===== config.mk =====
export PLATFORM = sky130hd
export DESIGN_NAME = uart_rx
export DESIGN_NICKNAME = d
export VERILOG_FILES = /design/src/rtl/uart_pkg.sv /design/src/rtl/uart_rx_sync.sv /design/src/rtl/uart_rx.sv
export SDC_FILE = /design/constraint.sdc
export NUM_CORES = 1
export LEC_CHECK = 0
export BUFFER_PORTS_ARGS = -buffer_cell sky130_fd_sc_hd__clkbuf_2
export CORE_UTILIZATION = 35
export DETAILED_ROUTE_END_ITERATION = 6
export PLACE_DENSITY_LB_ADDON = 0.25
export SYNTH_ARGS = -nofsm -noshare
export SYNTH_HDL_FRONTEND = slang
export SYNTH_SLANG_ARGS = --single-unit

===== constraint.sdc =====
create_clock -name clk -period 2.45 [get_ports clk]
set_input_delay 0.49 -clock clk [delete_from_list [all_inputs] [get_ports clk]]
set_output_delay 0.49 -clock clk [all_outputs]
set_load 0.05 [all_outputs]

===== src/rtl/uart_pkg.sv =====
// Shared UART definitions: receiver/transmitter state encoding and baud divisor helper.
package uart_pkg;

  typedef enum logic [1:0] {
    IDLE  = 2'd0,
    START = 2'd1,
    DATA  = 2'd2,
    STOP  = 2'd3
  } state_t;

  // Clock cycles per serial bit; integer divide so both ends agree on the same value.
  function automatic int unsigned baud_ticks(input int unsigned clock_freq,
                                             input int unsigned baud_rate);
    return clock_freq / baud_rate;
  endfunction

endpackage


===== src/rtl/uart_rx_sync.sv =====
// Two-flop synchronizer for the serial line plus falling-edge detect on the synchronized value.
module uart_rx_sync (
  input  logic clk,
  input  logic rst,
  input  logic rx,
  output logic rx_s,
  output logic fall
);

  logic       rx_meta;
  logic       rx_d;
  logic [1:0] warm;
  logic       armed;

  // The flops reset to the idle level; edges are only trusted once a genuine high has been
  // seen, so a line already low when reset releases cannot fake a start bit.
  always_ff @(posedge clk) begin
    if (rst) begin
      rx_meta <= 1'b1;
      rx_s    <= 1'b1;
      rx_d    <= 1'b1;
      warm    <= 2'b00;
      armed   <= 1'b0;
    end else begin
      rx_meta <= rx;
      rx_s    <= rx_meta;
      rx_d    <= rx_s;
      warm    <= {warm[0], 1'b1};
      armed   <= armed | (warm[1] & rx_s);
    end
  end

  assign fall = armed & rx_d & ~rx_s;

endmodule


===== src/rtl/uart_rx.sv =====
// 8N1 UART receiver with single-entry output holding register.
// Define UART_RX_MAJORITY_EN to take each bit as a 3-sample majority vote.
module uart_rx
  import uart_pkg::*;
#(
  parameter int CLOCK_FREQ = 50_000_000,
  parameter int BAUD_RATE  = 115200
) (
  input  logic       clk,
  input  logic       rst,
  input  logic       rx,
  output logic [7:0] data_out,
  output logic       data_valid,
  input  logic       data_ack,
  output logic       frame_err,
  output logic       overrun,
  output logic       busy
);

  localparam int          BAUD_TICKS = int'(baud_ticks(CLOCK_FREQ, BAUD_RATE));
  localparam logic [15:0] CNT_FULL   = 16'(BAUD_TICKS - 1);
  localparam logic [15:0] CNT_HALF   = 16'(BAUD_TICKS / 2 - 1);

  logic rx_s;
  logic fall;
  logic sample;

  uart_rx_sync u_sync (
    .clk  (clk),
    .rst  (rst),
    .rx   (rx),
    .rx_s (rx_s),
    .fall (fall)
  );

`ifdef UART_RX_MAJORITY_EN
  logic [1:0] hist;

  always_ff @(posedge clk) begin
    if (rst) hist <= 2'b11;
    else     hist <= {hist[0], rx_s};
  end

  assign sample = (hist[1] & hist[0]) | (hist[1] & rx_s) | (hist[0] & rx_s);
`else
  assign sample = rx_s;
`endif

  state_t      state, state_next;
  logic [15:0] cnt, cnt_next;
  logic [2:0]  bit_idx, bit_idx_next;
  logic [7:0]  shift, shift_next;
  logic        deliver;
  logic        frame_bad;

  // NOTE: sequential state uses non-blocking assignments so every register sees pre-edge values.
  always_ff @(posedge clk) begin
    if (rst) begin
      state   <= IDLE;
      cnt     <= '0;
      bit_idx <= '0;
      shift   <= '0;
    end else begin
      state   <= state_next;
      cnt     <= cnt_next;
      bit_idx <= bit_idx_next;
      shift   <= shift_next;
    end
  end

  // NOTE: every output of this block gets a default first, so no path can infer a latch.
  always_comb begin
    state_next   = state;
    cnt_next     = cnt;
    bit_idx_next = bit_idx;
    shift_next   = shift;
    deliver      = 1'b0;
    frame_bad    = 1'b0;
    case (state)
      IDLE: begin
        if (fall) begin
          state_next = START;
          cnt_next   = CNT_HALF;
        end
      end
      START: begin
        if (cnt == 16'd0) begin
          if (!sample) begin
            state_next   = DATA;
            bit_idx_next = 3'd0;
            cnt_next     = CNT_FULL;
          end else begin
            state_next = IDLE;
          end
        end else begin
          cnt_next = cnt - 16'd1;
        end
      end
      DATA: begin
        if (cnt == 16'd0) begin
          shift_next[bit_idx] = sample;
          cnt_next            = CNT_FULL;
          if (bit_idx == 3'd7) state_next   = STOP;
          else                 bit_idx_next = bit_idx + 3'd1;
        end else begin
          cnt_next = cnt - 16'd1;
        end
      end
      STOP: begin
        // Re-arm at mid-stop so the next start edge is never missed.
        if (cnt == 16'd0) begin
          state_next = IDLE;
          deliver    = sample;
          frame_bad  = ~sample;
        end else begin
          cnt_next = cnt - 16'd1;
        end
      end
      default: state_next = IDLE;
    endcase
  end

  always_ff @(posedge clk) begin
    if (rst) begin
      data_out   <= 8'h00;
      data_valid <= 1'b0;
      frame_err  <= 1'b0;
      overrun    <= 1'b0;
    end else begin
      frame_err <= frame_bad;
      overrun   <= deliver & data_valid & ~data_ack;
      if (deliver && (!data_valid || data_ack)) begin
        data_out   <= shift;
        data_valid <= 1'b1;
      end else if (data_ack && data_valid) begin
        data_valid <= 1'b0;
      end
    end
  end

  assign busy = (state != IDLE);

endmodule

==> metrics.md <==
| Metric | Value |
|---|---|
| Run status | `finished clean` |
| Cell Rows | `29` |
| Fill cell instance count of the final layout | `673` |
| Synthesis-stage register bit count | `46` |
| Area of the die | `6870 um2` |
| Antenna violations before repair | `0` |
| Pin count of the biggest net entering global routing | `20` |
| Placed wire-length estimate | `3.43 mm` |
| Placed Instances | `339` |
| Post-synthesis area per instance | `9.15 um2` |
| Worst slew margin | `66.5%` |
| Clock tree from TritonCTS | `yes` |
| Total global routing overflow | `0` |
| Area added between synthesis and finish | `11.6%` |
| Clock sink total | `46` |
| Total number of H-tree levels | `2` |
| Post-route worst hold slack | `about 0.37 ns` |
| Synthesized net count | `263` |
| Startpoint of the most critical setup path | `cnt[0]` |
| Worst skew pair latency | `0.30 ns` |
| Distinct cell type count of the synthesized netlist | `between 50 and 60` |
| Startpoint of the lowest-slack register-to-register path | `cnt[0]` |
| Proportion of synthesized chip area in sequential cells | `about two fifths` |
| Leak pwr | `1.08 nW` |
| Core Util, Final | `40.5%` |
| Critical hold path startpoint | `rx` |
| Final RePlAce weighted congestion | `0.875` |
| Fmax achieved | `450 MHz` |
| Global-route wire length before repair | `8.14 mm` |
| First DRT Iteration DRCs | `92` |
| Post-route fraction of the period consumed by the critical path | `about nine tenths` |
| Final routed DRC violation total | `0` |
| NumNets Final | `282` |
| ANT cells | `0` |
| Layout Cells excl Fill | `347` |
| Worst Hold Class | `in2reg` |
| Avg Vias per Cell | `approximately 5.2` |
| Die Span Y | `82.9 um` |
| PwrDens | `between 800 and 900 nW/um2` |
| Data required time at the worst endpoint | `approximately 2.7 ns` |
| Total detailed-routing wirelength | `4.73 mm` |
| Final setup fails | `0` |
| Post-cts resize count | `0` |
| Final Hold Violating Endpoints | `0` |
| Layout cells sized above 1 | `18.1%` |
| Main synth FF type | `sky130_fd_sc_hd__dfxtp_1` |
| Post-cts hold buffer count | `0` |
| Critical Path Sink Type | `register` |
| Max-slew violation count | `0` |
| Initial core utilization | `36.2%` |
| Fraction of registers with async set/reset | `0%` |
| Via count of the first global-routing pass | `1715` |
| Post-Route Setup TNS | `0 ns` |
| Data arrival, critical path | `2.42 ns` |
| Worst VDD drop | `0.364 mV` |
| Min Tclk post-route | `2.22 ns` |
| Number of cells produced by synthesis | `250` |
| Number of enable flip-flop cells after synthesis | `0` |
| WL per Instance | `13.6 um` |
| Max-capacitance violation count | `0` |
| RSZ-0062 raised after global routing | `no` |
| Synthesis Warnings | `0` |
| Startpoint type of the worst setup path | `register` |
| Count of buffers from port buffering | `15` |
| Startpoint-to-endpoint class of the critical path | `reg2reg` |
| Post-CTS setup buffer count | `0` |
| Number of vias after detailed routing | `1806` |
| Core Area | `~6300 um2` |
| Synth Cell Area | `2290 um2` |
| Critical-path maximum fanout | `7` |
| Transition at the pin with the smallest max-transition slack | `0.502 ns` |
| Overall track demand over capacity in global routing | `14.6%` |
| Die extent in x | `82.9 um` |
| Number of routed nets with antenna violations | `0` |
| Largest clock skew in the final design | `just under 0.007 ns` |
| Root Buffer Master | `sky130_fd_sc_hd__clkbuf_8` |
| TritonRoute pass-1 iters | `4` |
| Clock transition at path regs | `0.09 ns` |
| CTS buffer count | `5` |
| Boundary Pins | `16` |
| Max Buffers Root-to-Sink | `2` |
cells in the final DEF (no fill, tap or decap), drive strengths merged, types with 2 or more instances in the layout:
master   count
or3          4
nand2       14
o211ai       4
and3         2
nand3        3
a211oi       3
o31ai        4
xnor2        2
nor3         5
clkinv       2
and4         2
o2111ai      3
nand3b       3
clkbuf      21
nand4        4
or2          3
ha           9
o21ai       11
or4          3
nor4         5
nor2        34
nor4b        3
dfxtp       46
and2         6
inv         10
mux2i       20
a21oi       18
nand2b       3
xor2         3
nor2b        2
buf          8
cells by family after synthesis:
group / after synthesis / share of synthesized area (%)
flops: 46 / 40.2
mux: 20 / 8.75
buf+inv: 21 / 3.88
xor+xnor: 5 / 1.91
simple gates: 99 / 24.9
compound gates: 50 / 15.4
fa+ha+maj: 9 / 4.92
routing by layer:
layer | global-route usage, % | vias up | routed length (um)
met5 | 0 | - | 0
met4 | 5.96 | 0 | 73
met1 | 21.1 | 836 | 2520
li1 | - | 929 | -
met2 | 20.6 | 34 | 1950
met3 | 3.48 | 7 | 198
sequential cells by signal (all words and copies together) (netlist names), named ones only:
register,cells
bit_idx,3
shift,8
u_sync.armed,1
u_sync.warm,2
u_sync.rx_s,1
overrun,1
data_valid,1
state,1
cnt,16
u_sync.rx_d,1
frame_err,1
u_sync.rx_meta,1
data_out,8
cell usage after synthesis (2+ instances only):
master | count | area (um2)
sky130_fd_sc_hd__o21ai_1 | 6 | 30.0
sky130_fd_sc_hd__nor2b_1 | 2 | 12.5
sky130_fd_sc_hd__nand3_1 | 3 | 15.0
sky130_fd_sc_hd__nor4b_1 | 2 | 17.5
sky130_fd_sc_hd__o2111ai_1 | 3 | 26.3
sky130_fd_sc_hd__or4_1 | 2 | 15.0
sky130_fd_sc_hd__mux2i_1 | 20 | 200
sky130_fd_sc_hd__buf_4 | 2 | 15.0
sky130_fd_sc_hd__nand2_1 | 14 | 52.6
sky130_fd_sc_hd__and3_1 | 2 | 12.5
sky130_fd_sc_hd__nand2b_1 | 3 | 18.8
sky130_fd_sc_hd__a211oi_4 | 2 | 40.0
sky130_fd_sc_hd__o31ai_1 | 4 | 30.0
sky130_fd_sc_hd__a21oi_2 | 2 | 17.5
sky130_fd_sc_hd__xnor2_1 | 2 | 17.5
sky130_fd_sc_hd__a21oi_1 | 16 | 80.1
sky130_fd_sc_hd__nand3b_1 | 2 | 15.0
sky130_fd_sc_hd__o211ai_1 | 3 | 22.5
sky130_fd_sc_hd__buf_2 | 2 | 10.0
sky130_fd_sc_hd__or3_2 | 2 | 15.0
sky130_fd_sc_hd__xor2_1 | 3 | 26.3
sky130_fd_sc_hd__clkbuf_1 | 7 | 26.3
sky130_fd_sc_hd__and4_1 | 2 | 17.5
sky130_fd_sc_hd__and2_1 | 6 | 37.5
sky130_fd_sc_hd__nor4_1 | 3 | 18.8
sky130_fd_sc_hd__inv_1 | 10 | 37.5
sky130_fd_sc_hd__dfxtp_1 | 46 | 921
sky130_fd_sc_hd__nand4_1 | 3 | 18.8
sky130_fd_sc_hd__nor2_1 | 34 | 128
sky130_fd_sc_hd__ha_1 | 9 | 113
sky130_fd_sc_hd__or2_2 | 3 | 18.8
sky130_fd_sc_hd__or3_1 | 2 | 12.5
sky130_fd_sc_hd__nor3_1 | 5 | 25.0
sky130_fd_sc_hd__o21ai_0 | 4 | 20.0
report_power, final:
part	internal, mW	switching (mW)	total (mW)
registers	0.802	0.0696	0.871
clock network	0.202	0.271	0.473
logic	0.333	0.529	0.863
final cells by class:
cell class | count | area (um2) | share of cell area (%)
repair buffers | 23 | 135 | 5.29
multi-input cells | 183 | 1280 | 50.0
well taps | 77 | 96.3 | 3.77
flip-flops and latches | 46 | 921 | 36.0
clock inverters | 2 | 13.8 | 0.539
clock buffers | 6 | 72.6 | 2.84
inverters | 10 | 37.5 | 1.47
path summary, 6_finish.rpt:
path | endpoint | slack, ns | depth (start not counted)
worst max-delay path | shift[1] | 0.23 | 8
worst min-delay path | u_sync.rx_meta | 0.37 | 2
worst max register to register | shift[1] | 0.23 | 8
worst min register to register | u_sync.rx_s | 0.41 | 1
critical path: stages, from the launching register on:
cell	delay, ns
sky130_fd_sc_hd__dfxtp_1	0.34
sky130_fd_sc_hd__inv_1	0.10
sky130_fd_sc_hd__ha_1	0.16
sky130_fd_sc_hd__nor4b_1	0.33
sky130_fd_sc_hd__nand4_1	0.28
sky130_fd_sc_hd__buf_4	0.26
sky130_fd_sc_hd__nor4_1	0.36
sky130_fd_sc_hd__mux2i_1	0.23
sky130_fd_sc_hd__nor2_1	0.05
through the flow:
stage / setup WS [ns] / instance area, um2 / power [mW]
floorplan: 0.519 / 2290 / 1.53
global route: 0.0587 / 2550 / 2.36
CTS: 0.242 / 2550 / 2.22
finish: 0.227 / 2550 / 2.21
detailed placement: 0.289 / 2470 / 1.74
global placement: 0.350 / 2470 / 1.74
No activity file was read; power rests on OpenSTA's default activity.
